$ cat config.mk
export PLATFORM = sky130hd
export DESIGN_NAME = fp_wb_queue
export DESIGN_NICKNAME = d
export VERILOG_FILES = /design/src/rtl/fp_wb_queue.sv
export SDC_FILE = /design/constraint.sdc
export NUM_CORES = 1
export LEC_CHECK = 0
export BUFFER_PORTS_ARGS = -buffer_cell sky130_fd_sc_hd__buf_4
export CAP_MARGIN = 20
export CORE_ASPECT_RATIO = 1.75
export CORE_MARGIN = 1
export CORE_UTILIZATION = 40
export DETAILED_ROUTE_END_ITERATION = 12
export SLEW_MARGIN = 30
export SYNTH_ARGS = -nofsm -noshare
export SYNTH_HDL_FRONTEND = slang
export SYNTH_SLANG_ARGS = --single-unit
$ cat constraint.sdc
create_clock -name clk -period 3 [get_ports clk]
set_input_delay 0.3 -clock clk [delete_from_list [all_inputs] [get_ports clk]]
set_output_delay 0.3 -clock clk [all_outputs]
set_load 0.02 [all_outputs]
$ cat src/rtl/fp_wb_queue.sv
// Writeback FIFO between the FP divide/sqrt unit and register-file write port x.
// Optional macro FP_WB_BYPASS_EN: an empty queue forwards a result straight to port x.
module fp_wb_queue #(
    parameter int DEPTH = 4
) (
    input  logic                     clk,
    input  logic                     clrn,
    input  logic                     in_valid,
    output logic                     in_ready,
    input  logic [4:0]               in_wn,
    input  logic [31:0]              in_d,
    input  logic                     ld_we,
    input  logic [4:0]               ld_wn,
    input  logic [31:0]              ld_d,
    output logic                     wex,
    output logic [4:0]               wnx,
    output logic [31:0]              dx,
    output logic [31:0]              busy,
    output logic [$clog2(DEPTH):0]   cnt
);
    localparam int AW = $clog2(DEPTH);
    localparam int CW = AW + 1;

    logic [AW-1:0]  r_head;
    logic [AW-1:0]  r_tail;
    logic [CW-1:0]  r_cnt;
    logic [4:0]     r_wn_mem [DEPTH];
    logic [31:0]    r_d_mem  [DEPTH];

    logic           w_bypass;
    logic           w_push;
    logic           w_pop;
    logic [DEPTH-1:0] w_valid;
    logic [31:0]    w_onehot [DEPTH];
    logic [31:0]    w_busy;

`ifdef FP_WB_BYPASS_EN
    assign w_bypass = (r_cnt == '0) & ~ld_we & in_valid;
`else
    assign w_bypass = 1'b0;
`endif

    assign in_ready = (r_cnt != CW'(DEPTH));
    assign w_push   = in_valid & in_ready & ~w_bypass;
    // The load path owns port x whenever it asks; the queue simply waits.
    assign w_pop    = ~ld_we & (r_cnt != '0);

    always_ff @(posedge clk or negedge clrn) begin
        if (!clrn) begin
            r_head <= '0;
            r_tail <= '0;
            r_cnt  <= '0;
        end else begin
            if (w_push)
                r_tail <= r_tail + AW'(1);
            if (w_pop)
                r_head <= r_head + AW'(1);
            case ({w_push, w_pop})
                2'b10:   r_cnt <= r_cnt + CW'(1);
                2'b01:   r_cnt <= r_cnt - CW'(1);
                default: r_cnt <= r_cnt;
            endcase
        end
    end

    always_ff @(posedge clk) begin
        if (w_push) begin
            r_wn_mem[r_tail] <= in_wn;
            r_d_mem[r_tail]  <= in_d;
        end
    end

    // An entry is live when its distance from head is below the occupancy.
    generate
        for (genvar gi = 0; gi < DEPTH; gi++) begin : g_entry
            logic [AW-1:0] w_off;
            assign w_off        = AW'(gi) - r_head;
            assign w_valid[gi]  = ({1'b0, w_off} < r_cnt);
            assign w_onehot[gi] = w_valid[gi] ? (32'd1 << r_wn_mem[gi]) : 32'd0;
        end
    endgenerate

    always_comb begin
        w_busy = '0;
        for (int i = 0; i < DEPTH; i++)
            w_busy = w_busy | w_onehot[i];
    end

    assign busy = w_busy;
    assign cnt  = r_cnt;

    always_comb begin
        wex = 1'b0;
        wnx = '0;
        dx  = '0;
        if (ld_we) begin
            wex = 1'b1;
            wnx = ld_wn;
            dx  = ld_d;
        end else if (r_cnt != '0) begin
            wex = 1'b1;
            wnx = r_wn_mem[r_head];
            dx  = r_d_mem[r_head];
        end else if (w_bypass) begin
            wex = 1'b1;
            wnx = in_wn;
            dx  = in_d;
        end
    end

endmodule

==> metrics.cfg, run 1 <==
[sta]
fin_crit_ns = 2.90
skew_ns = 0.0161
timing.final.hold_violations = 0
fmax_ghz = 0.345
rsz0062_at_grt = no
relSlewSlack_pct = 59.7
tns_ns = 0
drv_slew = 0
tightest_slew_ns = 0.605
fin_crit_sh_pct = 96.6
setup_violations = 0

[yosys]
yosysSeqAreaShare_pct = 62.3
synth_area_leaders = edfxtp_1, mux4_2, a22o_1, o221ai_1, a22oi_1
async_reset_ff_share_pct = 4.52
synth.mux.area_fraction_pct = 11.4
yosys_warnings = 0
synth_top_cell_by_area = edfxtp_1
netlist.area_leader.share_pct = 59.9
ys_types = 38
synth_cells = 472
synth_nets = 560
synth-seq-cells = 155
synth_top_family_by_area = compound AO/OA/AOI/OAI gates
synth_xor_area_share_pct = 0.827
postSynthAreaPerCell_um2 = 15.7
synth-edff-count = 148
synthSimpleGateAreaFrac_pct = 7.68
synthAdderAreaFrac_pct = 1.79
ys_top_cells_by_count = edfxtp_1, a22o_1, mux4_2
ys.flop_type = edfxtp_1
yosys.cell_count.top_type = edfxtp_1
synth.cell_area_um2 = 7420
synth_compound_gate_area_share_pct = 13.3

[power_and_ir_drop]
cellPowerDensity_nw_per_um2 = 965
power_mw = 9.15
irDropWorstVdd_mv = 0.566
leakage_nw = 3.45

[global_route]
grt_pass1_wl_um = 29900
grt_pass1_vias = 5314
grt.total_usage_pct = 21.3
grt_max_degree = 41
antenna_found_initial = 0
overflow = 0

[final_layout]
final_nets = 725
drive_gt1_share_pct = 40.2
final_util_pct = 52.5
antennaDiodeCount = 0
area_growth_pct = 27.8

[clocking]
ctsHtreeMaxLevel = 4
clock_path_buffers = 2
path_clk_slew_ns = 0.07
clockRootBuffer = clkbuf_16
clock_sinks = 155
clock_latency_ns = 0.43
numCtsBuffers = 17
cts_tree = built

[die]
die_w_um = 105
row_count = 65
ios = 152
fp.dieH_um = 182
dieArea_um2 = 19100
initial_utilization_pct = 41.1
core-area_um2 = 18100

[critical_path]
cpPeakStageDelay_ns = 0.46
endpoint_kind = output port
critPathLaunchType = flop
cpMostUsedCell = buf_4
critPathMaxFanout = 9
cp_data_required_time_ns = 2.70
r2r_start = cnt[0]$_DFFE_PN0P_
critPathKind = reg2out
crit_path_start = r_head[0]$_DFFE_PN0P_
crit_arrival_ns = 2.60
slowest_stage = dfrtp_2
path_cells = xnor2_1 -> inv_1 -> ha_1 -> nand2b_1 -> o211ai_2 -> buf_4 -> o221ai_1 -> buf_4

[place]
post-dp-hpwl_um = 14500
gp_congestion = 0.933
port_buffers = 151

[routing]
drtIter0Drc = 335
wl_per_cell_um = 22.4
drc = 0
detail-route-antenna-nets = 0
routed_wl_um = 19800
firstDrtPassIters = 6
vias = 5043
vias_per_cell = 5.70

[run_status]
status = finished clean

[run]
cap_violations = 0

[hold_path]
hold_class = in2reg
hp-start = in_d[9]

-- cell families after synthesis --
group / count (synthesis)
AO/OA/AOI/OAI: 110
buffers and inverters: 37
flip-flops: 155
multiplexers: 38
AND/OR/NAND/NOR: 115
adder cells (fa/ha/maj): 10
XOR/XNOR: 7
-- final cells by class --
class                      instances  area, um^2
multi-input combinational        280        2610
clock inverter                    15         178
sequential                       155        4620
timing repair buffer             172        1310
clock buffer                      17         425
fill                            1582        8570
tap                              234         293
inverter                          11        41.3
-- per-layer routing --
layer | up-vias | wire [um] | track usage, %
met2 | 225 | 11200 | 40.5
met1 | 2504 | 7020 | 22.6
met4 | 0 | 646 | 9.46
li1 | 2278 | - | -
met5 | - | 0 | 0
met3 | 36 | 966 | 3.71
-- what timing repair did --
action,CTS,global route
resized for setup,0,1
setup endpoints to repair,0,2
hold buffers,1,0
hold endpoints to repair,7,0
buffers inserted,0,0
-- final timing paths --
kind,endpoint,slack (ns),cells past startpoint
setup reg to reg,cnt[2]$_DFFE_PN0P_,0.68,8
setup / recovery,busy[29],0.10,8
min in group asynchronous,r_tail[1]$_DFFE_PN0P_,0.24,2
max in group asynchronous,r_head[1]$_DFFE_PN0P_,2.62,2
hold reg to reg,cnt[1]$_DFFE_PN0P_,0.55,2
hold / removal,r_d_mem[3][9]$_DFFE_PP_,0.07,1
-- where the power goes --
part	internal (mW)	switching (mW)	leakage, nW
combinational	1.67	2.26	1.72
sequential	2.87	0.222	1.44
clock	1.19	0.946	0.288
total	5.73	3.42	3.45
-- flip-flops by register name, indices dropped and copies added (netlist names) --
| signal | count |
|---|---|
| r_tail | 2 |
| cnt | 3 |
| r_d_mem | 128 |
| r_wn_mem | 20 |
| r_head | 2 |
-- per-stage QoR --
step / setup WS, ns / std cells / hold WS, ns / cell area (um^2)
6_report: 0.102 / 884 / 0.0703 / 9480
5_1_grt: 0.00365 / 884 / 0.0485 / 9480
4_1_cts: 0.0890 / 883 / 0.0572 / 9450
3_5_place_dp: 0.252 / 850 / 0.124 / 8840
3_3_place_gp: 0.352 / 850 / 0.124 / 8840
2_1_floorplan: 0.519 / 472 / 0.00441 / 7420
-- layout by cell type, fill, tap and decap left out, types with 2 or more instances in the layout --
cell type and n:
nand2_1 25, clkbuf_16 17, a221o_1 4, mux4_2 37, nand4_1 2, dfrtp_1 5
and2_1 4, xor2_1 3, a22o_1 37, o211ai_2 2, ha_1 9, nor2b_2 4
nand2b_1 12, a22oi_1 24, o2bb2ai_1 4, xnor2_1 4, inv_1 11, dfrtp_2 2
a211oi_4 4, edfxtp_1 148, nor2_1 27, o221ai_1 28, nor3_1 9, inv_8 4
clkinv_8 3, nor2b_1 10, and3_2 4, a2bb2oi_1 4, nand3_1 13, inv_6 3
buf_4 170, clkinvlp_4 2
-- critical path, delay by kind of cell (launching register included) --
family | cells | cell delay (ns)
AO/OA/AOI/OAI | 2 | 0.60
XOR/XNOR | 1 | 0.22
adder cells (fa/ha/maj) | 1 | 0.28
buffers and inverters | 3 | 0.53
flip-flops | 1 | 0.46
AND/OR/NAND/NOR | 1 | 0.09
(Power assumes the default switching activity.)
==> inputs of run 2 (changes only) <==
Settings changed: CORE_UTILIZATION 40 to 30.
==> run 2 against run 1 <==
Against the previous run:
- via count grew 0.30%
- utilization is 13 points lower
- sequential share of layout area decreased by 0.33 points
- routed wire length up 4.5%
- power is 0.15% lower
- cell count is 7.6% higher
- sequential cell count did not move
- global-route usage shrank 4.5 points
- critical path depth is 2 lower
- largest cell class unchanged
- highest routed layer unchanged
==> metrics.cfg, run 2 (synthesized netlist as in run 1, its figures left out) <==
[clocking]
numCtsBuffers = 17  ; unchanged
clockRootBuffer = clkbuf_16
cts_tree = built
path_clk_slew_ns = 0.06  ; about the same
clock_latency_ns = 0.42  ; about the same
ctsHtreeMaxLevel = 4  ; unchanged
clock_path_buffers = 2  ; unchanged
clock_sinks = 155  ; unchanged

[die]
fp.dieH_um = 210  ; +15%
ios = 152  ; unchanged
core-area_um2 = 24100  ; +34%
initial_utilization_pct = 30.8  ; -10 points
die_w_um = 121  ; +15%
dieArea_um2 = 25400  ; +33%
row_count = 75  ; +15%

[final_layout]
final_nets = 719  ; -0.83%
fillers = 2245  ; +42%
drive_gt1_share_pct = 39.3  ; -0.81 points
multi_input_area_um2 = 2610  ; about the same
area_growth_pct = 28.7
antennaDiodeCount = 0  ; unchanged
final_util_pct = 39.6  ; -13 points
layout_commonest_cell = buf_4
largest_register_ffs = 128  ; unchanged
layout_common_cells = buf_4, edfxtp_1, mux4_2, a22o_1, o221ai_1
top_register = r_d_mem
seq_area_um2 = 4620  ; about the same

[critical_path]
r2r_setup_slack_ns = 0.68  ; about the same
cpPeakStageDelay_ns = 0.42  ; -0.04 ns
path_cells = buf_6 -> ha_1 -> o21bai_2 -> nand2_1 -> o221ai_1 -> buf_4
slowest_stage = dfrtp_2
r2r_end = cnt[2]$_DFFE_PN0P_
critPathMaxFanout = 39  ; +30
r2r_cells = 9  ; +1
cpLargestDelayFamily = compound AO/OA/AOI/OAI gates
critPathKind = reg2out
r2r_start = cnt[2]$_DFFE_PN0P_
crit_arrival_ns = 2.56  ; -0.04 ns
critPathLaunchType = flop
endpoint_kind = output port
cp_num_buf_inv = 2  ; -1
cp_data_required_time_ns = 2.70  ; about the same

[sta]
fin_crit_ns = 2.86  ; -0.0406 ns
rsz0062_at_grt = no
tns_ns = 0  ; unchanged
drv_slew = 0  ; unchanged
timing.final.hold_violations = 0  ; unchanged
fin_crit_sh_pct = 95.2  ; -1.4 points
relSlewSlack_pct = 60.4  ; +0.78 points
fmax_ghz = 0.350  ; +1.4%
setup_violations = 0  ; unchanged
skew_ns = 0.00830  ; -0.00782 ns
tightest_slew_ns = 0.588  ; -0.0172 ns

[place]
gp_congestion = 0.902  ; -3.3%
port_buffers = 151  ; unchanged
post-dp-hpwl_um = 15200  ; +5.3%

[hold_path]
hold_class = in2reg
min_to = r_d_mem[1][26]$_DFFE_PP_
holdPathStages = 1  ; unchanged
hp-start = in_d[26]

[routing]
firstDrtPassIters = 5  ; -1
vias = 5058  ; +0.30%
routed_wl_um = 20700  ; +4.5%
wl_per_cell_um = 21.7  ; -2.9%
vias_per_cell = 5.32  ; -6.8%
detail-route-antenna-nets = 0  ; unchanged
drtIter0Drc = 373  ; +11%
drc = 0  ; unchanged

[global_route]
grt_max_degree = 40  ; -2.4%
grt_pass1_wl_um = 31100  ; +4.2%
use_met3_pct = 2.76  ; -0.95 points
grt.total_usage_pct = 16.8  ; -4.5 points
grt_pass1_vias = 5346  ; +0.60%
antenna_found_initial = 0  ; unchanged
overflow = 0  ; unchanged
top_usage_layer = met2
use_met2_pct = 32.0  ; -8.4 points
met1_usage_pct = 17.3  ; -5.3 points

[run]
cap_violations = 0  ; unchanged

[run_status]
status = finished clean

[power_and_ir_drop]
irDropWorstVdd_mv = 0.565  ; about the same
leakage_nw = 3.41  ; -1.0%
cellPowerDensity_nw_per_um2 = 957  ; -0.85%

-- run 2: cell types whose count changed in the layout (fill, tap and decap cells not counted), sizes merged --
cell,before,now
bufinv,1,3
buf,171,165
inv,18,12
clkinvlp,2,3
clkbuf,17,19
-- run 2: worst register-to-register path: stages (launching register included) --
cell and delay (ns):
dfrtp_1 0.63, nand3_1 0.27, and2_1 0.27, inv_1 0.07
ha_1 0.17, inv_1 0.06, fa_1 0.37, xor2_1 0.15
nor2_1 0.11, xor2_1 0.15
-- run 2: timing repair --
| action | 4_1_cts | 5_1_grt |
|---|---|---|
| setup endpoints to repair | 6 | 8 |
| endpoints found under the hold margin | 7 | 0 |
| pin swaps | 0 | 0 |
| buffers inserted | 0 | 0 |
| gates resized for setup | 1 | 4 |
| hold buffers | 1 | 0 |
-- run 2: worst max-delay path by stage --
stage / cells after the start / start / endpoint
after floorplan: 7 / r_head[1]$_DFFE_PN0P_ / busy[0]
after global placement: 5 / r_head[0]$_DFFE_PN0P_ / wnx[2]
after detailed placement: 5 / r_head[0]$_DFFE_PN0P_ / wnx[2]
after CTS: 6 / r_head[1]$_DFFE_PN0P_ / busy[11]
after global routing: 8 / r_head[1]$_DFFE_PN0P_ / busy[1]
final: 6 / r_head[1]$_DFFE_PN0P_ / busy[11]
-- run 2: per-layer routing --
| metal | vias to the layer above | share of wire (%) |
|---|---|---|
| li1 | 2260 | - |
| met1 | 2530 | 35 |
| met2 | 221 | 57 |
| met3 | 47 | 4.1 |
| met4 | 0 | 4.0 |
| met5 | - | 0 |
-- run 2: per-stage QoR --
step	power, mW	hold slack, ns	area (um^2)	instances	worst slack [ns]
floorplan	5.73	0.00441	7420	472	0.519
global placement	7.04	0.120	8940	919	0.440
detailed placement	7.13	0.123	8940	919	0.433
CTS	9.25	0.0563	9540	951	0.0181
global route	9.59	0.0598	9550	951	0.0435
finish	9.14	0.0752	9550	951	0.143
-- run 2: layout make-up --
type	count	area share (%)
sequential	155	48.4
multi-input combinational	280	27.3
timing repair buffer	166	13.7
clock inverter	12	1.56
clock buffer	19	4.53
inverter	11	0.432
tap	308	4.04
-- run 2: power by group --
part	switching [mW]	total, mW	internal, mW	leakage, nW
Combinational	2.24	3.90	1.67	1.70
Clock	0.802	2.10	1.30	0.277
Sequential	0.257	3.13	2.88	1.43
==> inputs of run 3 (changes only) <==
Settings changed: GPL_TIMING_DRIVEN set to 0.
==> run 3 against run 2 <==
Against the previous run:
- via count rose by 1.0%
- register-to-register slack worse by 0.21 ns
- power increased by 5.3%
- design area increased by 2.5%
- clock-buffer cell count down 1
- first-iteration DRC count is 9.9% lower
- maximum frequency is 1.8% lower
- clock power increased by 3%
- largest cell class unchanged
==> metrics.cfg, run 3 (synthesized netlist as in run 1, its figures left out) <==
[run_status]
status = finished clean

[sta]
drv_slew = 0  ; unchanged
fin_crit_ns = 2.91  ; +0.0522 ns
rsz0062_at_grt = no
tightest_slew_ns = 0.711  ; +0.123 ns
relSlewSlack_pct = 52.6  ; -7.8 points
fmax_ghz = 0.344  ; -1.8%
fin_crit_sh_pct = 97.0  ; +1.7 points
timing.final.hold_violations = 0  ; unchanged
skew_ns = 0.00818  ; -0.000120 ns
setup_slack_ns = 0.0906  ; -0.0522 ns
setup_violations = 0  ; unchanged
holdWs_ns = 0.0785  ; +0.00326 ns

[critical_path]
r2r_setup_slack_ns = 0.47  ; -0.21 ns
cp_data_required_time_ns = 2.70  ; about the same
critPathMaxFanout = 8  ; -79%
r2r_start = cnt[2]$_DFFE_PN0P_
critPathKind = reg2out
r2r_end = cnt[2]$_DFFE_PN0P_
crit_arrival_ns = 2.61  ; +0.05 ns
r2r_cells = 10  ; +1
endpoint_kind = output port
critPathLaunchType = flop

[place]
port_buffers = 151  ; unchanged
dp_slack_ns = -0.102  ; -0.535 ns
placedInstanceArea_um2 = 8960  ; +0.14%
placed_cells = 931  ; +1.3%
post-dp-hpwl_um = 15700  ; +3.2%
gp_congestion = 0.876  ; -2.9%

[clocking]
cts_tree = built
numCtsBuffers = 17  ; unchanged
ctsHtreeMaxLevel = 4  ; unchanged
clockRootBuffer = clkbuf_16
path_clk_slew_ns = 0.06  ; about the same
clock_latency_ns = 0.42  ; about the same
clock_path_buffers = 2  ; unchanged
clock_sinks = 155  ; unchanged

[routing]
firstDrtPassIters = 5  ; unchanged
vias_per_cell = 5.22  ; -1.8%
dr_wl_met2_um = 12400  ; +5.4%
detail-route-antenna-nets = 0  ; unchanged
routed_wl_um = 21600  ; +4.4%
wl_per_cell_um = 22.1  ; +1.5%
drc = 0  ; unchanged
wl_met3_um = 880  ; +4.5%
top_layer = met4
vias = 5109  ; +1.0%
wl_met1_um = 7580  ; +5.3%
drtIter0Drc = 336  ; -9.9%

[global_route]
grt_max_degree = 38  ; -5.0%
overflow = 0  ; unchanged
grt.total_usage_pct = 17.5  ; +0.72 points
grt_pass1_vias = 5598  ; +4.7%
antenna_found_initial = 1  ; +1
grt_pass1_wl_um = 32400  ; +3.9%

[final_layout]
layout_common_cells = buf_4, edfxtp_1, mux4_2, a22o_1, nor2_1
fin_cells = 978  ; +2.8%
area_growth_pct = 32.0
top_register = r_d_mem
layout_commonest_cell = buf_4
drive_gt1_share_pct = 41.3  ; +1.9 points
seq_area_um2 = 4620  ; about the same
stdcell_area_um2 = 9790  ; +2.5%
final_nets = 744  ; +3.5%
largest_register_ffs = 128  ; unchanged
multi_input_area_um2 = 2710  ; +3.8%
fillers = 2231  ; -0.62%

[run]
cap_violations = 0  ; unchanged

[power_and_ir_drop]
cellPowerDensity_nw_per_um2 = 982  ; +2.7%
leakage_nw = 3.51  ; +2.9%
irDropWorstVdd_mv = 0.495  ; -12%

[die]
die_w_um = 121  ; unchanged
fp.dieH_um = 210  ; unchanged
ios = 152  ; unchanged
core-area_um2 = 24100  ; unchanged
initial_utilization_pct = 30.8  ; unchanged
dieArea_um2 = 25400  ; unchanged
row_count = 75  ; unchanged

[hold_path]
holdPathStages = 1  ; unchanged
hp-start = in_wn[1]
min_to = r_wn_mem[3][1]$_DFFE_PP_
hold_class = in2reg

-- run 3: final cells by class --
class / count / share of cell area, %
inverter: 11 / 0.422
sequential: 155 / 47.2
clock inverter: 14 / 1.71
timing repair buffer: 165 / 12.7
clock buffer: 18 / 4.38
buffer: 26 / 1.99
antenna: 1 / 0.0256
multi-input combinational: 280 / 27.6
tap: 308 / 3.94
-- run 3: worst max path at each step --
stage	start	to	slack (ns)	cells after the start
detailed placement	r_head[1]$_DFFE_PN0P_	busy[11]	-0.10	9
CTS	r_head[0]$_DFFE_PN0P_	busy[11]	0.008	11
floorplan	r_head[1]$_DFFE_PN0P_	busy[0]	0.52	7
finish	r_head[0]$_DFFE_PN0P_	busy[24]	0.09	11
global placement	r_head[1]$_DFFE_PN0P_	busy[11]	-0.10	9
global route	r_head[1]$_DFFE_PN0P_	busy[5]	0.003	9
-- run 3: critical path: stages (launching register included) --
cell	delay, ns
dfrtp_1	0.37
buf_6	0.14
buf_12	0.13
xnor2_2	0.13
ha_1	0.28
nor2b_4	0.19
a211oi_4	0.07
buf_4	0.16
buf_4	0.14
o2bb2ai_1	0.13
a221o_1	0.31
buf_6	0.15
-- run 3: timing repair --
action | CTS | global route
hold endpoints to repair | 7 | 0
pin swaps | 5 | 2
hold buffers | 1 | 0
buffers inserted | 11 | 2
resized for setup | 18 | 9
endpoints found under the setup margin | 32 | 29
-- run 3: per-stage QoR --
step	TNS [ns]	power (mW)	utilization [%]
global placement	-0.299	7.12	37.1
global route	0	10.1	40.6
finish	0	9.62	40.6
CTS	0	9.66	40.4
floorplan	0	5.73	-
detailed placement	-0.732	7.19	37.1
-- run 3: report_power, final --
group	switching (mW)	internal, mW	leakage (nW)
Sequential	0.214	2.88	1.44
Combinational	2.45	1.92	1.79
Clock	0.849	1.31	0.280
-- run 3: per-layer routing --
layer / GRT usage (%) / vias up
met5: 0 / -
met4: 8.43 / 0
met3: 3.33 / 34
met2: 33.7 / 187
met1: 17.5 / 2575
li1: - / 2313
